**src/rtl/add_bit_pkg.sv**
```systemverilog
// add_bit_pkg: shared full-adder helper functions for the add_bit datapath.
package add_bit_pkg;

  // Sum bit of a 1-bit full adder.
  function automatic logic fa_sum(input logic a, input logic b, input logic ci);
    return a ^ b ^ ci;
  endfunction

  // Carry bit of a 1-bit full adder (majority of the three inputs).
  function automatic logic fa_carry(input logic a, input logic b, input logic ci);
    return (a & b) | (a & ci) | (b & ci);
  endfunction

endpackage

```
**src/rtl/add_bit_if.sv**
```systemverilog
// add_bit_if: operand/result bundle of the add_bit serial adder.
interface add_bit_if;
  logic in_valid;
  logic a;
  logic b;
  logic cin;
  logic chain;
  logic out;
  logic cout;
  logic out_valid;

  // Producer of operand bits, consumer of results.
  modport master (
    output in_valid, a, b, cin, chain,
    input  out, cout, out_valid
  );

  // The adder itself.
  modport slave (
    input  in_valid, a, b, cin, chain,
    output out, cout, out_valid
  );
endinterface

```
**src/rtl/add_bit_core.sv**
```systemverilog
// add_bit_core: purely combinational 1-bit full adder, reusable for ripple-carry words.
module add_bit_core
  import add_bit_pkg::*;
(
  input  logic a,
  input  logic b,
  input  logic ci,
  output logic s,
  output logic c
);

  // Sum and carry from the shared helpers.
  always_comb begin
    s = fa_sum(a, b, ci);
    c = fa_carry(a, b, ci);
  end

endmodule

```
**src/rtl/add_bit.sv**
```systemverilog
// add_bit: registered full adder; chain mode feeds back the stored carry for
// LSB-first bit-serial addition.
module add_bit (
  input logic    clk,
  input logic    rst_n,
  add_bit_if.slave bus
);

  logic carry_q;
  logic out_q;
  logic cout_q;
  logic out_valid_q;
  logic ci;
  logic s;
  logic c;

  // Effective carry-in: stored carry in chain mode, external carry otherwise.
  always_comb begin
    ci = bus.chain ? carry_q : bus.cin;
  end

  add_bit_core u_core (
    .a  (bus.a),
    .b  (bus.b),
    .ci (ci),
    .s  (s),
    .c  (c)
  );

  // Result registers; results and stored carry hold while no input is accepted.
  always_ff @(posedge clk) begin
    if (!rst_n) begin
      out_q       <= 1'b0;
      cout_q      <= 1'b0;
      carry_q     <= 1'b0;
      out_valid_q <= 1'b0;
    end else if (bus.in_valid) begin
      out_q       <= s;
      cout_q      <= c;
      carry_q     <= c;
      out_valid_q <= 1'b1;
    end else begin
      out_valid_q <= 1'b0;
    end
  end

  // Outputs come straight from registers; no input-to-output path.
  always_comb begin
    bus.out       = out_q;
    bus.cout      = cout_q;
    bus.out_valid = out_valid_q;
  end

endmodule

```
**src/flat_wrapper.sv**
```systemverilog
// flat-port wrapper written by rule: the top's interface ports become plain ports
module add_bit_flat 
  (clk, rst_n, bus_in_valid, bus_a, bus_b, bus_cin, bus_chain, bus_out, bus_cout, bus_out_valid);
  add_bit_if bus_i ();
  input logic clk;
  input logic rst_n;
  input wire logic [$bits(bus_i.in_valid)-1:0] bus_in_valid;
  input wire logic [$bits(bus_i.a)-1:0] bus_a;
  input wire logic [$bits(bus_i.b)-1:0] bus_b;
  input wire logic [$bits(bus_i.cin)-1:0] bus_cin;
  input wire logic [$bits(bus_i.chain)-1:0] bus_chain;
  output wire logic [$bits(bus_i.out)-1:0] bus_out;
  output wire logic [$bits(bus_i.cout)-1:0] bus_cout;
  output wire logic [$bits(bus_i.out_valid)-1:0] bus_out_valid;
  assign bus_i.in_valid = bus_in_valid;
  assign bus_i.a = bus_a;
  assign bus_i.b = bus_b;
  assign bus_i.cin = bus_cin;
  assign bus_i.chain = bus_chain;
  assign bus_out = bus_i.out;
  assign bus_cout = bus_i.cout;
  assign bus_out_valid = bus_i.out_valid;
  add_bit u_core (.clk(clk), .rst_n(rst_n), .bus(bus_i));
endmodule
```
**config.mk**
```make
export PLATFORM = sky130hd
export DESIGN_NAME = add_bit_flat
export DESIGN_NICKNAME = d
export VERILOG_FILES = /design/src/rtl/add_bit_pkg.sv /design/src/rtl/add_bit_if.sv /design/src/rtl/add_bit_core.sv /design/src/rtl/add_bit.sv /design/src/flat_wrapper.sv
export SDC_FILE = /design/constraint.sdc
export NUM_CORES = 1
export LEC_CHECK = 0
export BUFFER_PORTS_ARGS = -buffer_cell sky130_fd_sc_hd__buf_2
export CORE_AREA = 2 2 39 41
export DETAILED_ROUTE_END_ITERATION = 10
export DIE_AREA = 0 0 41 43
export HOLD_SLACK_MARGIN = 0.03
export PLACE_DENSITY = 0.33
export SETUP_SLACK_MARGIN = 0.2
export SYNTH_ARGS = -nofsm -noshare
export SYNTH_HDL_FRONTEND = slang
export SYNTH_SLANG_ARGS = --single-unit
```
**constraint.sdc**
```tcl
create_clock -name clk -period 3.35 [get_ports clk]
set_input_delay 0.1675 -clock clk [delete_from_list [all_inputs] [get_ports clk]]
set_output_delay 0.1675 -clock clk [all_outputs]
set_load 0.02 [all_outputs]
```
Word-level counts from Yosys, hierarchy flattened. Index checks and enable logic that the tools add are counted.

Word-level logic and storage cells: 12. Flip-flop bits (word level): 3. Output and inout bits: 3.

Multiplexer cells: 2. Bitwise gates (word level): 7.

Operators by type and width (number): bitwise AND 1 bit (3); two-way mux 1 bit (2); bitwise OR 1 bit (2); bitwise XOR 1 bit (2).

Longest topological paths before layout. Gate-level depths: netlist (run 1).

Depth after elaboration: 4. Gate-level depth with buffers: 4. Mapped depth without buffers: 4.

By module. A second synthesis (run 1) with hierarchy kept.

Cells, all modules: 10. Area total of the unflattened synthesis: 131.4 µm².

Modules (own cells, without submodules): add_bit (instances 1, area each 111.4 µm², seq. area each 60.1 µm², cells each 9); add_bit_core (instances 1, area each 20.0 µm², seq. area each 0.0 µm², cells each 1).

Worst setup path after synthesis (run 1). OpenSTA, ideal clock, no wires.

Path kind: register -> register. From: register u_core.carry_q. To: register u_core.out_q (netlist: u_core.bus.out). Stages on the path, launching flop included: 5. Arrival: 1243 ps. Path buffers: 0. Slack: 1991 ps. Period minus slack after synthesis: 1359 ps. Required time: 3234 ps. Cells stage by stage: dfxtp_1 mux2_2 fa_1 mux2i_1 nor2b_1.

Word-level cells in the longest chain between the ends: 2.

Ends and longest elaborated chain: start: declaration (line add_bit.sv:9) `logic carry_q;`; start signal: assignment (line add_bit.sv:35) `carry_q <= 1'b0;`; start signal: assignment (line add_bit.sv:40) `carry_q <= c;`; two-way mux 1 bit (line add_bit.sv:19) `ci = bus.chain ? carry_q : bus.cin;`; bitwise XOR 1 bit (line add_bit_pkg.sv:6) `return a ^ b ^ ci;`; named net u_core.s (line add_bit.sv:14) `logic s;`; end signal: assignment (line add_bit.sv:38) `out_q <= s;`; end: declaration (line add_bit.sv:10) `logic out_q;`.

The timed path passes the listed nets, and every way through them passes these cells. A chain may end at the register's enable or synchronous reset.

Worst setup path after layout (run 1). Same ends and word-level chain as after synthesis.

==> results of run 1 <==
[stage by stage]
stage	worst slack [ns]	util [%]	total power, mW
6_report	2.03	16.1	0.120
5_1_grt	1.96	16.1	0.127
4_1_cts	2.01	16.1	0.123
3_5_place_dp	2.02	14.2	0.0587
3_3_place_gp	2.02	14.2	0.0587
2_1_floorplan	1.99	-	0.0503
[routing by layer]
layer / vias up / global-route usage, %
met5: - / 0
met4: 0 / 8.00
met3: 0 / 3.14
met2: 4 / 5.63
met1: 60 / 1.92
li1: 58 / -
[cells by family after synthesis]
group	share of synthesized area [%]
fa+ha+maj	15.2
flops	45.7
simple gates	15.2
mux	23.8
[sequential cells by signal (all words and copies together), names as in the netlist]
| register | cells |
|---|---|
| u_core.carry_q | 1 |
| u_core.bus.out_valid | 1 |
| u_core.bus.out | 1 |
[worst max path at each step]
stage                                start  depth (start not counted)                           to
6_report       u_core.carry_q$_SDFFE_PN0P_                          4  u_core.bus.out$_SDFFE_PN0P_
4_1_cts        u_core.carry_q$_SDFFE_PN0P_                          4  u_core.bus.out$_SDFFE_PN0P_
3_5_place_dp                     bus_chain                          5  u_core.bus.out$_SDFFE_PN0P_
3_3_place_gp                     bus_chain                          5  u_core.bus.out$_SDFFE_PN0P_
5_1_grt        u_core.carry_q$_SDFFE_PN0P_                          4  u_core.bus.out$_SDFFE_PN0P_
2_1_floorplan  u_core.carry_q$_SDFFE_PN0P_                          4  u_core.bus.out$_SDFFE_PN0P_
[power groups by stage]
stage	Sequential, mW	Combinational (mW)	Clock [mW]
after global placement	0.0403	0.0183	0
after global routing	0.0402	0.0201	0.0671
after CTS	0.0399	0.0185	0.0648
after floorplan	0.0438	0.00656	0
after detailed placement	0.0404	0.0182	0
final	0.0399	0.0180	0.0619
[final cells by class]
type	count	area (um2)
fill	163	1160
multi-input combinational	7	71.3
sequential	3	60.1
timing repair buffer	9	45.0
clock buffer	4	26.3
tap	16	20.0
[worst max-delay path, delay by kind of cell (launching register included)]
family / cells / cell delay (ns)
flops: 1 / 0.31
simple gates: 1 / 0.06
mux: 2 / 0.42
fa+ha+maj: 1 / 0.43
[cells in the mapped netlist, drive strengths merged]
library cell | n | area [um2]
dfxtp | 3 | 60.1
mux2i | 2 | 20.0
nor2b | 2 | 12.5
and2 | 1 | 7.51
fa | 1 | 20.0
mux2 | 1 | 11.3
==> metrics.txt, run 1 <==
syn avg cell area 13.1 um2; CP cell instances mux2_2 > fa_1 > mux2i_1 > nor2b_1; hold endpoint u_core.bus.out$_SDFFE_PN0P_; Net Sw Power 27.6 uW; Slew @ Worst Pin 0.136 ns; placed cell area 196 um2; DR iter-0 viols 0; #FFs+latches synth 3; Peak VDD IR 93.6 uV; r2r startpoint u_core.carry_q$_SDFFE_PN0P_; clk slew on worst S/H paths 0.04 ns; clk buf depth 2; worst hold path type primary input to flip-flop; CP peak stage delay 0.43 ns; vias in the first global route 131; hold bufs inserted after CTS 0; area of the die 1760 um2; Clock Power Share 51.7%; gpl congestion 0.555; PwrDens 538 nW/um2; Worst path slowest cell fa_1; Cells after Synth 10; R2R Setup Slk 2.03 ns; status complete, no violations; Switching Fraction 23.0%; Rel. slew slack 90.6%; Avg WL per Cell 7.21 um; Final Net Count 32; RSZ-0062 raised after global routing no; iteration count of the initial detailed-routing pass 1; crit start category flip-flop; top sig layer met3; Die Y 43 um; Reg2Reg Depth 4; DRT Wirelength 281 um; Tcrit/Tclk final 39.5%; critical-path maximum fanout 3; Critical Path RT 3.47 ns; Rows 14; H-tree Lvls 1; startpoint of the worst hold path rst_n; Crit path arrival time 1.44 ns; CTS Sinks 3; met3 wire len 36 um; Resized Gates After CTS 0; Flop pwr share 33.3%; WS Path Type flip-flop to flip-flop; Port Buf Inserts 9; detailed-route vias per instance 3.13; FMAX 0.756 GHz; layout cell share with drive strength beyond 1 60.9%; final hold vios 0; RR Endpoint u_core.bus.out$_SDFFE_PN0P_; setup TNS 0 ns; ANT cells 0; WHS Path Cells 2; antenna viol nets, final 0; clock skew 0.00150 ns; cell-internal power 92.2 uW; initial antenna violation count 0; Non-Filler Instances 39; postcts setup bufs 0; wire length of the first global-routing pass 393 um; met1 wire length 75 um; GRT Util Overall 4.21%; placed cells 35; max_cap viols 0; design area 223 um2; Die Wd 41 um; commonest non-fill, non-tap cell in the layout buf_2; DR WL met2 169 um; worst hold slack 0.183 ns; setup violators final 0; Root Buffer clkbuf_4; synth warn 0; CORE AREA 1380 um2; leak pwr 0.109 nW; CTS tree yes; Synth Cell Area 131 um2; I/O pins 10; DRC viols 0; syn_nets 18; commonest cells after routing, fill and taps aside buf_2 (9), clkbuf_4 (3), dfxtp_1 (3), mux2i_1 (2), nor2b_1 (2); crit path capture type flip-flop; Unique masters post-synth 6; Initial Util 9.49%; sequential element share of the synthesized area 45.7%; Slew Limit Fails 0; worst skew pair latency 0.23 ns; total grt overflow 0; Area growth syn-to-layout 69.5%; min Tclk post-route 1.32 ns; CTS buffer count 3; Logic pwr share 15.0%; largest net degree at the start of global routing 4; routed vias 122
(Power assumes the default switching activity.)
==> run 2, diff against run 1 <==
Settings changed: ABC_AREA from default to 1, PLACE_DENSITY 0.33 to 0.35.
Clock period 3.35 ns to 1.2 ns, I/O delays scaled along.
==> run 2 against run 1 <==
  * First-iteration DRC count grew 1
  * Area after synthesis grew 4.8%
  * Final cell count grew 26%
  * Sequential power rose to 2.8 times the previous value
  * Final area is 7.9% higher
  * Clock skew down 0.0015 ns
  * Wire length grew 8.5%
  * Maximum frequency increased by 12%
  * Sequential cell count unchanged
  * Global-route usage fell by 0.19 points
  * Worst hold slack got worse by 0.13 ns
  * Clock power grew to 2.9 times the previous value
  * Critical path type unchanged
  * Largest power group unchanged
==> metrics.txt, run 2 <==
area of the die 1760 um2 (unchanged); syn avg cell area 7.24 um2 (-45%); min Tclk post-route 1.18 ns (-0.140 ns); WHS Path Cells 3 (+1); vias in the first global route 129 (-1.5%); Cells after Synth 19 (+9); commonest cells after routing, fill and taps aside buf_2 (9), nand2_1 (6), nor2_1 (4), inv_1 (4), clkbuf_4 (3); clock skew 0.0000106 ns (-0.00149 ns); Reg2Reg Depth 7 (+3); grt met2 use 4.38% (-1.3 points); worst hold path type primary input to flip-flop; worst hold slack 0.0505 ns (-0.132 ns); initial antenna violation count 0 (unchanged); #FFs+latches synth 3 (unchanged); final core utilization 17.4% (+1.3 points); Tcrit/Tclk final 98.5% (+59 points); DR iter-0 viols 1 (+1); routed vias 152 (+25%); global route hottest layer met4; Slew @ Worst Pin 0.141 ns (+0.00446 ns); Crit path arrival time 1.35 ns (-0.09 ns); critical path startpoint u_core.carry_q$_SDFFE_PN0P_; Synth Cell Area 138 um2 (+4.8%); final setup margin 0.0178 ns (-2.01 ns); DRC viols 0 (unchanged); most frequent cells after synthesis nand2_1 (6), inv_1 (4), nor2_1 (4); RSZ-0062 raised after global routing yes; design area 240 um2 (+7.9%); Resized Gates After CTS 0 (unchanged); status complete, no violations; Final Net Count 42 (+31%); Root Buffer clkbuf_4; grt met3 use 1.57% (-1.6 points); r2r startpoint u_core.carry_q$_SDFFE_PN0P_; total grt overflow 0 (unchanged); multi-input combinational cell area 62.6 um2 (-12%); crit start category flip-flop; WS Path Type flip-flop to flip-flop; largest net degree at the start of global routing 6 (+2); Rel. slew slack 90.5% (-0.10 points); CTS Sinks 3 (unchanged); commonest non-fill, non-tap cell in the layout buf_2; syn_nets 27 (+9); Rows 14 (unchanged); PwrDens 1430 nW/um2 (+170%); leak pwr 0.138 nW (+27%); FMAX 0.846 GHz (+12%); CORE AREA 1380 um2 (unchanged); largest cells by area after synthesis dfxtp_1 (44%), nand2_1 (16%), fa_1 (15%), inv_1 (11%), nor2_1 (11%); detailed-route vias per instance 3.10 (-0.84%); layout cell share with drive strength beyond 1 42.4% (-18 points); worst skew pair latency 0.23 ns (about the same); GRT Util Overall 4.02% (-0.19 points); Die Wd 41 um (unchanged); Critical Path RT 1.37 ns (-2.10 ns); global-route track usage on met1 4.50% (+2.6 points); hold endpoint u_core.bus.out_valid$_SDFF_PN0_; DRT Wirelength 305 um (+8.5%); antenna viol nets, final 0 (unchanged); number of synthesized flops with an enable pin 0 (unchanged); asr flop ratio synth 0% (unchanged); CTS buffer count 3 (unchanged); Port Buf Inserts 9 (unchanged); Unique masters post-synth 6 (unchanged); top-count cell post-synth nand2_1; iteration count of the initial detailed-routing pass 2 (+1); fillers 168 (+3.1%); setup violators final 0 (unchanged); Synth top area share 43.6% (-2.1 points); placed cells 45 (+29%); synth warn 0 (unchanged); critical-path maximum fanout 2 (-1); crit path capture type flip-flop; Top FF cell, synth dfxtp_1; H-tree Lvls 1 (unchanged); placed cell area 214 um2 (+8.9%); Power, Total 344 uW (+190%); hold bufs inserted after CTS 0 (unchanged); clk slew on worst S/H paths 0.04 ns (about the same); wire length of the first global-routing pass 427 um (+8.7%); Non-Filler Instances 49 (+26%); I/O pins 10 (unchanged); setup TNS 0 ns (unchanged); R2R Setup Slk 0.02 ns (-2.01 ns); clk buf depth 2 (unchanged); final hold vios 0 (unchanged); Area growth syn-to-layout 74.5%; ANT cells 0 (unchanged); sequential element share of the synthesized area 43.6% (-2.1 points); Initial Util 9.95% (+0.45 points); Peak VDD IR 386 uV (+310%); worst slack, placed 0.00591 ns (-2.01 ns); gpl congestion 0.525 (-5.4%); max_cap viols 0 (unchanged); CTS tree yes; Avg WL per Cell 6.22 um (-14%); Slew Limit Fails 0 (unchanged); Synth area leader dfxtp_1; FF+latch area 63.8 um2 (+6.2%); startpoint of the worst hold path rst_n; RR Endpoint u_core.bus.out$_SDFFE_PN0P_; Die Y 43 um (unchanged); postcts setup bufs 0 (unchanged)
[run 2: cell count changes in the layout (fill, tap and decap cells not counted), sizes merged]
cell   change
mux2       -1
nor2b      -2
mux2i      -2
o21ai      +1
and2       -1
inv        +4
buf        +1
nand2      +6
nor2       +4
[run 2: cells by family after synthesis]
| logic type | after synthesis | share of synthesized area (%) |
|---|---|---|
| compound gates | 1 | 3.63 |
| simple gates | 10 | 27.3 |
| fa+ha+maj | 1 | 14.5 |
| flops | 3 | 43.6 |
| buf+inv | 4 | 10.9 |
[run 2: worst max path at each step]
stage                                  endpoint  slack, ns  cells past startpoint
floorplan           u_core.bus.out$_SDFFE_PN0P_       0.01                      7
CTS                 u_core.bus.out$_SDFFE_PN0P_     -0.005                      7
global placement    u_core.bus.out$_SDFFE_PN0P_      0.008                      7
finish              u_core.bus.out$_SDFFE_PN0P_       0.02                      7
global route        u_core.bus.out$_SDFFE_PN0P_      -0.08                      7
detailed placement  u_core.bus.out$_SDFFE_PN0P_      0.006                      7
[run 2: per-layer routing]
| metal | share of wire, % | vias to the layer above |
|---|---|---|
| met5 | 0 | - |
| met1 | 41 | 64 |
| met4 | 0 | 0 |
| li1 | - | 81 |
| met3 | 12 | 0 |
| met2 | 47 | 7 |
[run 2: worst max-delay path: stages, from the launching register on]
cell and delay (ns):
dfxtp_4 0.33, nand2_1 0.05, o21ai_1 0.07, fa_1 0.48, inv_1 0.04, nand2_1 0.04, nand2_1 0.04, nor2_1 0.07
[run 2: final cells by class]
type | instances | area share (%)
timing repair buffer | 10 | 21.9
sequential | 3 | 26.6
inverter | 4 | 6.25
tap | 16 | 8.33
clock buffer | 4 | 10.9
multi-input combinational | 12 | 26.0
[run 2: report_power, final]
group,internal (mW),switching [mW],leakage (nW)
Combinational,0.0253,0.0315,0.0979
Clock,0.125,0.0528,0.0150
Sequential,0.107,0.00280,0.0256
Total,0.257,0.0871,0.138
==> run 3, diff against run 2 <==
Settings changed: PLACE_DENSITY 0.35 to 0.34.
Clock period 1.2 ns to 1.5 ns, I/O delays scaled along.
==> run 3 against run 2 <==
  * Combinational power down 23%
  * Final area down 3.1%
  * Sequential cell count unchanged
  * Final cell count down 2.0%
  * Sequential share of layout area down 0.76 points
  * Critical path type unchanged
  * Highest routed layer unchanged
==> metrics.txt, run 3 (same netlist as run 2, synthesis figures left out) <==
status complete, no violations; area of the die 1760 um2 (unchanged); WHS Path Cells 3 (unchanged); H-tree Lvls 1 (unchanged); CTS Sinks 3 (unchanged); R2R Setup Slk 0.30 ns (+0.28 ns); setup violators final 0 (unchanged); Die Y 43 um (unchanged); Critical Path RT 1.67 ns (+0.30 ns); initial antenna violation count 0 (unchanged); postcts setup bufs 0 (unchanged); setup TNS 0 ns (unchanged); Power, Total 274 uW (-20%); RR Endpoint u_core.bus.out$_SDFFE_PN0P_; wire length of the first global-routing pass 448 um (+4.9%); clk slew on worst S/H paths 0.04 ns (about the same); I/O pins 10 (unchanged); layout cell share with drive strength beyond 1 40.6% (-1.8 points); RSZ-0062 raised after global routing no; CP cell instances nand2_1 > o21ai_2 > fa_1 > inv_1 > nand2_1 > nand2_1 > nor2_1; Initial Util 9.95% (unchanged); Die Wd 41 um (unchanged); vias in the first global route 128 (-0.78%); leak pwr 0.134 nW (-3.1%); antenna viol nets, final 0 (unchanged); placed cells 44 (-2.2%); Non-Filler Instances 48 (-2.0%); clock skew 0.00240 ns (+0.00239 ns); worst hold slack 0.0640 ns (+0.0135 ns); CTS buffer count 3 (unchanged); critical-path maximum fanout 3 (+1); Port Buf Inserts 9 (unchanged); Reg2Reg Depth 7 (unchanged); Tcrit/Tclk final 80.2% (-18 points); Peak VDD IR 445 uV (+15%); crit start category flip-flop; clk buf depth 2 (unchanged); iteration count of the initial detailed-routing pass 2 (unchanged); startpoint of the worst hold path rst_n; max_cap viols 0 (unchanged); worst hold path type primary input to flip-flop; Slew @ Worst Pin 0.123 ns (-0.0174 ns); commonest non-fill, non-tap cell in the layout buf_2; post-detail-place hpwl 247 um; CORE AREA 1380 um2 (unchanged); Crit path arrival time 1.37 ns (+0.02 ns); placed cell area 203 um2 (-5.3%); largest net degree at the start of global routing 6 (unchanged); DRT Wirelength 306 um (+0.33%); Final Net Count 41 (-2.4%); crit path capture type flip-flop; r2r startpoint u_core.carry_q$_SDFFE_PN0P_; min Tclk post-route 1.20 ns (+0.0215 ns); Area growth syn-to-layout 69.1%; DRC viols 0 (unchanged); ANT cells 0 (unchanged); CTS tree yes; PwrDens 1180 nW/um2 (-18%); CP dominant cell by count nand2_1; Avg WL per Cell 6.38 um (+2.4%); DR iter-0 viols 3 (+2); final hold vios 0 (unchanged); detailed-route vias per instance 3.23 (+4.1%); Rows 14 (unchanged); WS Path Type flip-flop to flip-flop; worst skew pair latency 0.23 ns (about the same); total grt overflow 0 (unchanged); design area 233 um2 (-3.1%); hold endpoint u_core.bus.out_valid$_SDFF_PN0_; Root Buffer clkbuf_4; CP peak stage delay 0.50 ns (+0.02 ns); GRT Util Overall 4.31% (+0.30 points); Worst path slowest cell fa_1; gpl congestion 0.497 (-5.4%); FMAX 0.831 GHz (-1.8%); commonest cells after routing, fill and taps aside buf_2 (9), nand2_1 (6), nor2_1 (4), inv_1 (4); routed vias 155 (+2.0%); Slew Limit Fails 0 (unchanged); Rel. slew slack 91.8% (+1.2 points)
[run 3: changes by cell type in the layout (fill, tap and decap cells not counted)]
cell     previous run  this run
o21ai_2             0         1
dfxtp_4             1         0
buf_4               1         0
dfxtp_1             2         3
o21ai_1             1         0
[run 3: worst max path at each step]
stage / startpoint / end / cells after the start
2_1_floorplan: u_core.carry_q$_SDFFE_PN0P_ / u_core.bus.out$_SDFFE_PN0P_ / 7
3_3_place_gp: u_core.carry_q$_SDFFE_PN0P_ / u_core.bus.out$_SDFFE_PN0P_ / 7
3_5_place_dp: u_core.carry_q$_SDFFE_PN0P_ / u_core.bus.out$_SDFFE_PN0P_ / 7
4_1_cts: u_core.carry_q$_SDFFE_PN0P_ / u_core.bus.out$_SDFFE_PN0P_ / 7
5_1_grt: u_core.carry_q$_SDFFE_PN0P_ / u_core.bus.out$_SDFFE_PN0P_ / 7
6_report: u_core.carry_q$_SDFFE_PN0P_ / u_core.bus.out$_SDFFE_PN0P_ / 7
[run 3: cell type report]
cell class              instances  area [um2]
fillers                       168        1150
multi-input cells              12        66.3
flip-flops and latches          3        60.1
repair buffers                  9        45.0
clock buffers                   4        26.3
well taps                      16        20.0
inverters                       4        15.0
[run 3: worst max-delay path: cells and delay by family (launching register included)]
kind / cells / cell delay, ns
DFF: 1 / 0.31
adders and majority gates: 1 / 0.50
and+or+nand+nor: 4 / 0.23
AOI/OAI and AO/OA: 1 / 0.06
buffers and inverters: 1 / 0.04
[run 3: per-stage QoR]
step	util, %	worst slack, ns
5_1_grt	16.8	0.219
2_1_floorplan	-	0.202
3_3_place_gp	14.6	0.268
6_report	16.8	0.296
4_1_cts	16.5	0.250
3_5_place_dp	14.6	0.261
[run 3: metal layers]
metal,wire [um],GRT usage [%]
met5,0,0
met4,0,2.00
met3,57,6.28
met2,123,4.69
met1,125,4.17
[run 3: what timing repair did]
item                                   CTS  global route
hold buffers                             0             0
setup endpoints to repair                0             1
gates resized for setup                  0             2
endpoints found under the hold margin    0             0
[run 3: power breakdown]
part | switching (mW) | internal (mW) | total (mW) | leakage, nW
combinational | 0.0250 | 0.0186 | 0.0436 | 0.0942
sequential | 0.00272 | 0.0863 | 0.0890 | 0.0250
clock | 0.0421 | 0.0997 | 0.142 | 0.0150
